$ cat config.mk
export PLATFORM = sky130hd
export DESIGN_NAME = feature_add_ctrl
export DESIGN_NICKNAME = d
export VERILOG_FILES = /design/src/rtl/feature_add_ctrl.sv
export SDC_FILE = /design/constraint.sdc
export NUM_CORES = 1
export LEC_CHECK = 0
export ABC_AREA = 1
export CORE_AREA = 4 4 368 370
export CTS_BUF_LIST = sky130_fd_sc_hd__clkbuf_8
export DETAILED_ROUTE_END_ITERATION = 12
export DIE_AREA = 0 0 372 374
export DONT_BUFFER_PORTS = 1
export PLACE_DENSITY = 0.45
export RECOVER_POWER = 100
export SLEW_MARGIN = 20
export SYNTH_ARGS = -nofsm -noshare
export SYNTH_HDL_FRONTEND = slang
export SYNTH_SLANG_ARGS = --single-unit
$ cat constraint.sdc
create_clock -name system_clk -period 19 [get_ports system_clk]
set_input_delay 0.95 -clock system_clk [delete_from_list [all_inputs] [get_ports system_clk]]
set_output_delay 0.95 -clock system_clk [all_outputs]
set_load 0.05 [all_outputs]
$ cat src/rtl/feature_add_ctrl.sv
// Two-stream lane-wise add controller: reads x1/x2 feature words, feeds an external adder, writes results in order.
// Optional perf counters are built only when FEATURE_ADD_CTRL_PERF_EN is defined.
module feature_add_ctrl #(
    parameter int FEATURE_WIDTH = 16,
    parameter int ADDR_WIDTH    = 16,
    parameter int LEN_WIDTH     = 16,
    parameter int RD_LATENCY    = 2,
    parameter int FIFO_DEPTH    = RD_LATENCY + 2
) (
    input  logic                       system_clk,
    input  logic                       rst,
    input  logic                       start,
    input  logic [ADDR_WIDTH-1:0]      cfg_x1_base,
    input  logic [ADDR_WIDTH-1:0]      cfg_x2_base,
    input  logic [ADDR_WIDTH-1:0]      cfg_out_base,
    input  logic [LEN_WIDTH-1:0]       cfg_len,
    output logic                       x1_rd_en,
    output logic                       x2_rd_en,
    output logic [ADDR_WIDTH-1:0]      x1_rd_addr,
    output logic [ADDR_WIDTH-1:0]      x2_rd_addr,
    input  logic [FEATURE_WIDTH*8-1:0] x1_rd_data,
    input  logic [FEATURE_WIDTH*8-1:0] x2_rd_data,
    output logic [FEATURE_WIDTH*8-1:0] add_x1,
    output logic [FEATURE_WIDTH*8-1:0] add_x2,
    output logic                       add_valid,
    input  logic [FEATURE_WIDTH*8-1:0] add_result,
    input  logic                       add_result_valid,
    output logic                       out_wr_en,
    output logic [ADDR_WIDTH-1:0]      out_wr_addr,
    output logic [FEATURE_WIDTH*8-1:0] out_wr_data,
    input  logic                       out_ready,
    output logic                       busy,
    output logic                       done,
    output logic [31:0]                perf_cycles,
    output logic [31:0]                perf_stalls
);
    localparam int DW    = FEATURE_WIDTH * 8;
    localparam int PTR_W = (FIFO_DEPTH > 1) ? $clog2(FIFO_DEPTH) : 1;
    localparam int CNT_W = $clog2(FIFO_DEPTH + 1);
    localparam logic [CNT_W:0]   DEPTH_C  = (CNT_W + 1)'(FIFO_DEPTH);
    localparam logic [PTR_W-1:0] PTR_LAST = PTR_W'(FIFO_DEPTH - 1);

    typedef enum logic [1:0] {IDLE = 2'd0, RUN = 2'd1, DRAIN = 2'd2, DONE = 2'd3} state_t;
    state_t state_r, state_s;

    logic [ADDR_WIDTH-1:0] x1_base_r, x2_base_r, out_base_r, x1_addr_r, x2_addr_r;
    logic [LEN_WIDTH-1:0]  len_r, issue_cnt_r, wr_cnt_r;
    logic [CNT_W-1:0]      in_flight_r, fifo_cnt_r;
    logic [PTR_W-1:0]      wr_ptr_r, rd_ptr_r;
    logic [DW-1:0]         fifo_mem_r [FIFO_DEPTH];
    logic [RD_LATENCY-1:0] vld_pipe_r;
    logic                  rd_en_r, busy_r, done_r;
    logic                  active_s, credit_s, issue_s, push_s, pop_s, accept_s;

    // Issue credit counts words still in the read/add path plus words parked in the FIFO.
    always_comb begin
        active_s = (state_r == RUN) || (state_r == DRAIN);
        credit_s = ({1'b0, in_flight_r} + {1'b0, fifo_cnt_r}) < DEPTH_C;
        issue_s  = (state_r == RUN) && (issue_cnt_r != len_r) && credit_s;
        push_s   = add_result_valid && active_s && (in_flight_r != '0);
        pop_s    = active_s && (fifo_cnt_r != '0) && out_ready && !rst;
        accept_s = (state_r == IDLE) && start;
    end

    // Next-state logic.
    always_comb begin
        state_s = state_r;
        case (state_r)
            IDLE: begin
                if (start) begin
                    state_s = (cfg_len == '0) ? DONE : RUN;
                end else begin
                    state_s = IDLE;
                end
            end
            RUN: begin
                if (issue_cnt_r == len_r) state_s = DRAIN;
                else                      state_s = RUN;
            end
            DRAIN: begin
                if (wr_cnt_r == len_r) state_s = DONE;
                else                   state_s = DRAIN;
            end
            DONE:    state_s = IDLE;
            default: state_s = IDLE;
        endcase
    end

    // Control state, config latch, issue/credit/FIFO bookkeeping and registered status.
    always_ff @(posedge system_clk) begin
        if (rst) begin
            state_r     <= IDLE;
            x1_base_r   <= '0;
            x2_base_r   <= '0;
            out_base_r  <= '0;
            len_r       <= '0;
            issue_cnt_r <= '0;
            wr_cnt_r    <= '0;
            in_flight_r <= '0;
            fifo_cnt_r  <= '0;
            wr_ptr_r    <= '0;
            rd_ptr_r    <= '0;
            vld_pipe_r  <= '0;
            rd_en_r     <= 1'b0;
            x1_addr_r   <= '0;
            x2_addr_r   <= '0;
            busy_r      <= 1'b0;
            done_r      <= 1'b0;
        end else begin
            state_r <= state_s;
            if (accept_s) begin
                x1_base_r   <= cfg_x1_base;
                x2_base_r   <= cfg_x2_base;
                out_base_r  <= cfg_out_base;
                len_r       <= cfg_len;
                issue_cnt_r <= '0;
                wr_cnt_r    <= '0;
            end
            rd_en_r <= issue_s;
            if (issue_s) begin
                x1_addr_r   <= x1_base_r + ADDR_WIDTH'(issue_cnt_r);
                x2_addr_r   <= x2_base_r + ADDR_WIDTH'(issue_cnt_r);
                issue_cnt_r <= issue_cnt_r + 1'b1;
            end else begin
                x1_addr_r <= '0;
                x2_addr_r <= '0;
            end
            vld_pipe_r[0] <= rd_en_r;
            for (int i = 1; i < RD_LATENCY; i++) begin
                vld_pipe_r[i] <= vld_pipe_r[i-1];
            end
            case ({issue_s, push_s})
                2'b10:   in_flight_r <= in_flight_r + 1'b1;
                2'b01:   in_flight_r <= in_flight_r - 1'b1;
                default: in_flight_r <= in_flight_r;
            endcase
            case ({push_s, pop_s})
                2'b10:   fifo_cnt_r <= fifo_cnt_r + 1'b1;
                2'b01:   fifo_cnt_r <= fifo_cnt_r - 1'b1;
                default: fifo_cnt_r <= fifo_cnt_r;
            endcase
            if (push_s) wr_ptr_r <= (wr_ptr_r == PTR_LAST) ? '0 : wr_ptr_r + 1'b1;
            if (pop_s) begin
                rd_ptr_r <= (rd_ptr_r == PTR_LAST) ? '0 : rd_ptr_r + 1'b1;
                wr_cnt_r <= wr_cnt_r + 1'b1;
            end
            busy_r <= (state_s == RUN) || (state_s == DRAIN);
            done_r <= (state_r == DONE);
        end
    end

    // Result storage; contents are only observable through the gated write port.
    always_ff @(posedge system_clk) begin
        if (push_s) fifo_mem_r[wr_ptr_r] <= add_result;
    end

    assign x1_rd_en    = rd_en_r;
    assign x2_rd_en    = rd_en_r;
    assign x1_rd_addr  = x1_addr_r;
    assign x2_rd_addr  = x2_addr_r;
    // Buffer data arrives combinationally at the read latency, so operands pass straight through.
    assign add_valid   = vld_pipe_r[RD_LATENCY-1] && !rst;
    assign add_x1      = add_valid ? x1_rd_data : '0;
    assign add_x2      = add_valid ? x2_rd_data : '0;
    assign out_wr_en   = pop_s;
    assign out_wr_data = pop_s ? fifo_mem_r[rd_ptr_r] : '0;
    assign out_wr_addr = pop_s ? out_base_r + ADDR_WIDTH'(wr_cnt_r) : '0;
    assign busy        = busy_r;
    assign done        = done_r;

`ifdef FEATURE_ADD_CTRL_PERF_EN
    logic [31:0] perf_cycles_r, perf_stalls_r;

    // Saturating busy-cycle and back-pressure counters, restarted by each accepted start.
    always_ff @(posedge system_clk) begin
        if (rst || accept_s) begin
            perf_cycles_r <= 32'd0;
            perf_stalls_r <= 32'd0;
        end else begin
            if (active_s && (perf_cycles_r != 32'hFFFF_FFFF)) perf_cycles_r <= perf_cycles_r + 32'd1;
            if (active_s && (fifo_cnt_r != '0) && !out_ready && (perf_stalls_r != 32'hFFFF_FFFF))
                perf_stalls_r <= perf_stalls_r + 32'd1;
        end
    end

    assign perf_cycles = perf_cycles_r;
    assign perf_stalls = perf_stalls_r;
`else
    assign perf_cycles = 32'd0;
    assign perf_stalls = 32'd0;
`endif
endmodule

==> impl_results.md <==
* Status: finished with violations
* Failing checks: max-capacitance violations, max-slew violations
* GR Util met3 at 11.3%
* RSZ-0062 raised after global routing: no
* HP Class: primary input to register
* Met1 usage at 24.5%
* Maximum clock rate at 89.5 MHz
* Ranking of synthesized cells by area: edfxtp_1 50%, nor2_1 12%, dfxtp_1 9.6%
* Die Wd at 372 um
* Critical Path AT at 10.22 ns
* Starting Density at 23.1%
* Leakage at 13.6 nW
* CP Max Fanout at 77
* Synth area leader: edfxtp_1
* Vias in the first global route at 22800
* Slew @ Worst Pin at 8.61 ns
* Clk Latency, worst-skew pair at 0.86 ns
* DR vias/cell at 4.60
* Met2 usage at 38.4%
* Total die area at 139000 um^2
* CP most frequent cell: clkbuf_1
* Hpwl dp at 141000 um
* CTS sink cnt at 659
* Pre-CTS WS at 13.87 ns
* Clk root buf: clkbuf_8
* Mapped Cells at 3353
* Initial antenna violation count at 80
* Max_cap viols at 22
* First-pass iteration count of the detailed router at 6
* Share of layout cells above drive strength 1 at 5.82%
* Pwr dens at 93.5 nW/um^2
* Clock-pin slew on the worst setup and hold paths at 0.06 ns
* Area grow syn2layout at 13.4%
* Setup CP Type: primary input to output pin
* Crit-path leading delay family: buffers and inverters
* H-tree lvl count at 3
* Antenna viol nets, final at 0
* Worst path cell trace: clkinvlp_2 -> nand2_1 -> clkbuf_1 -> clkbuf_1 -> clkbuf_1 -> nor2_1
* Port bufs at 0
* Post-CTS setup buffer count at 0
* Core area at 133000 um^2
* DIE HEIGHT at 374 um
* Worst clock skew at 0.0690 ns
* Setup crit end kind: output pin
* WL/cell at 34.1 um
* Residual DRC count at 0
* Worst path required time at 18.05 ns
* Crit-path slowest cell: clkbuf_1
* Total gr overflow at 0
* Post-synth cell types at 51
* Fin. max-slew vios at 1039
* CP max stage delay at 2.41 ns
* Synthesized flop and latch total at 659
* Area share of the largest cell type after synthesis at 50.1%
* Worst Hold Depth at 1
* Filler cells at 14400
* Setup TNS at 0 ns
* Worst setup margin at 7.83 ns
* Drt first-iter violations at 2183
* Final hold vios at 0
* Via count at 24300
* Syn avg cell area at 9.15 um^2
* Worst Reg-to-Reg Cells at 8
* First-pass GRT wire length at 228000 um
* Critical path depth at 6
* Synth Warn # at 0
* Post-CTS Hold Buffers at 0
* Highest ir drop seen on vdd at 63.0 uV
* Post-CTS Resized at 0
* Critical Path Source Type: primary input
* Tmin final at 11.17 ns
* Grt peak-use layer: met2
* Routability congestion estimate from global placement at 1.12
* Routed WL at 180000 um
* Top_reg_cell synth: edfxtp_1
* CP bufs+invs at 4
* Most frequent cells in the layout: 979 x nor2_1, 512 x edfxtp_1, 428 x inv_1
* I/O pins at 955
* Bufs on Longest Clock Path at 3
* Tot GR Track Use at 25.0%
* Synthesized area at 30700 um^2
* Total CTS buffers at 120
* Rel. slew slack at -474%
* Sequential area share after synthesis at 59.7%
* Final net count at 3893
* Final worst-path cycle share at 58.8%
* Pin count of the biggest net entering global routing at 167
* Cell row count at 134
* Post-synth ARST share at 0%
* Most common cell after layout, fill and taps aside: nor2_1
* Post-synth EDFFs at 512
* Setup Viol. Count Final at 0
* CTS tree: yes
## worst register-to-register path, cell delays in order, from the launching register on
cell      delay, ns
dfxtp_1        0.37
inv_1          0.10
ha_1           0.31
nand2_1        0.12
a31oi_1        0.26
clkinv_1       0.28
nor2_1         1.97
clkbuf_1       2.88
clkbuf_1       2.87
## stage by stage
stage | cells | instance area [um^2] | total power [W] | utilization [%] | hold WS, ns
2_1_floorplan | 3416 | 30900 | 0.00176 | - | 0.388
3_3_place_gp | 5019 | 32500 | 0.00187 | 24.5 | 0.406
3_5_place_dp | 5020 | 32600 | 0.00187 | 24.6 | 0.404
4_1_cts | 5239 | 35000 | 0.00329 | 26.4 | 0.0549
5_1_grt | 5260 | 34700 | 0.00337 | 26.2 | 0.0885
6_report | 5283 | 34800 | 0.00325 | 26.2 | 0.170
## kinds of logic (layout without fill, tap and decap cells)
kind of cell / after synthesis / after routing / synth area share [%]
AND/OR/NAND/NOR: 1331 / 1331 / 17.0
AO/OA/AOI/OAI: 640 / 640 / 10.8
adder cells (fa/ha/maj): 66 / 66 / 2.81
other: 1 / 108 / 0.0122
buffers and inverters: 630 / 685 / 8.91
XOR/XNOR: 26 / 26 / 0.742
flip-flops: 659 / 659 / 59.7
## routing by layer
layer	routed length, um	vias to the layer above
li1	-	10900
met1	58400	11700
met2	80400	1285
met3	19100	386
met4	21700	36
met5	351	-
## synth_stat cells, types with 2 or more instances
cell type,n
buf_2,50
nand3_2,3
nand3_1,59
inv_2,7
edfxtp_1,512
nor3_1,19
nand2_1,243
dfxtp_1,147
o211ai_1,3
clkbuf_1,96
o21a_1,3
nor4_1,3
inv_1,390
ha_1,61
nor2_2,4
buf_6,4
buf_1,12
nor2_1,978
a21o_1,8
buf_8,2
nand4_1,8
xnor2_1,3
o21ai_0,363
a211oi_1,5
a21oi_2,10
nand3b_1,2
buf_4,67
xor2_1,23
fa_1,5
o21ai_1,6
or2_2,5
a21oi_1,233
## final timing paths
check / startpoint / end / slack [ns]
setup / recovery: rst / add_x2[59] / 7.83
hold reg to reg: vld_pipe_r[0] / vld_pipe_r[1] / 0.41
hold / removal: rst / vld_pipe_r[0] / 0.17
setup reg to reg: state_r[1] / fifo_mem_r[1][30] / 9.30
## registers in the layout (all words and copies together) (netlist names), 2 cells and up, named ones only
register and count:
fifo_mem_r 512, issue_cnt_r 16, len_r 16, out_base_r 16, wr_cnt_r 16, x1_base_r 16
x1_rd_addr 16, x2_base_r 16, x2_rd_addr 16, fifo_cnt_r 3, in_flight_r 3, rd_ptr_r 2
state_r 2, vld_pipe_r 2, wr_ptr_r 2
## area by class of cell
cell class              count  area (um^2)  share of cell area, %
diodes                     44          110                  0.317
clock buffers             135         1860                   5.34
multi-input cells        2127         9810                   28.2
flip-flops and latches    659        18300                   52.7
inverters                 399         1510                   4.34
well taps                1768         2210                   6.36
clock inverters            84          628                   1.81
repair buffers             67          329                  0.946
## power by group
group          internal (W)  switching, W
clock              0.000763      0.000646
combinational     0.0000357      0.000210
sequential          0.00158     0.0000203
total               0.00237      0.000877
(Power assumes the default switching activity.)
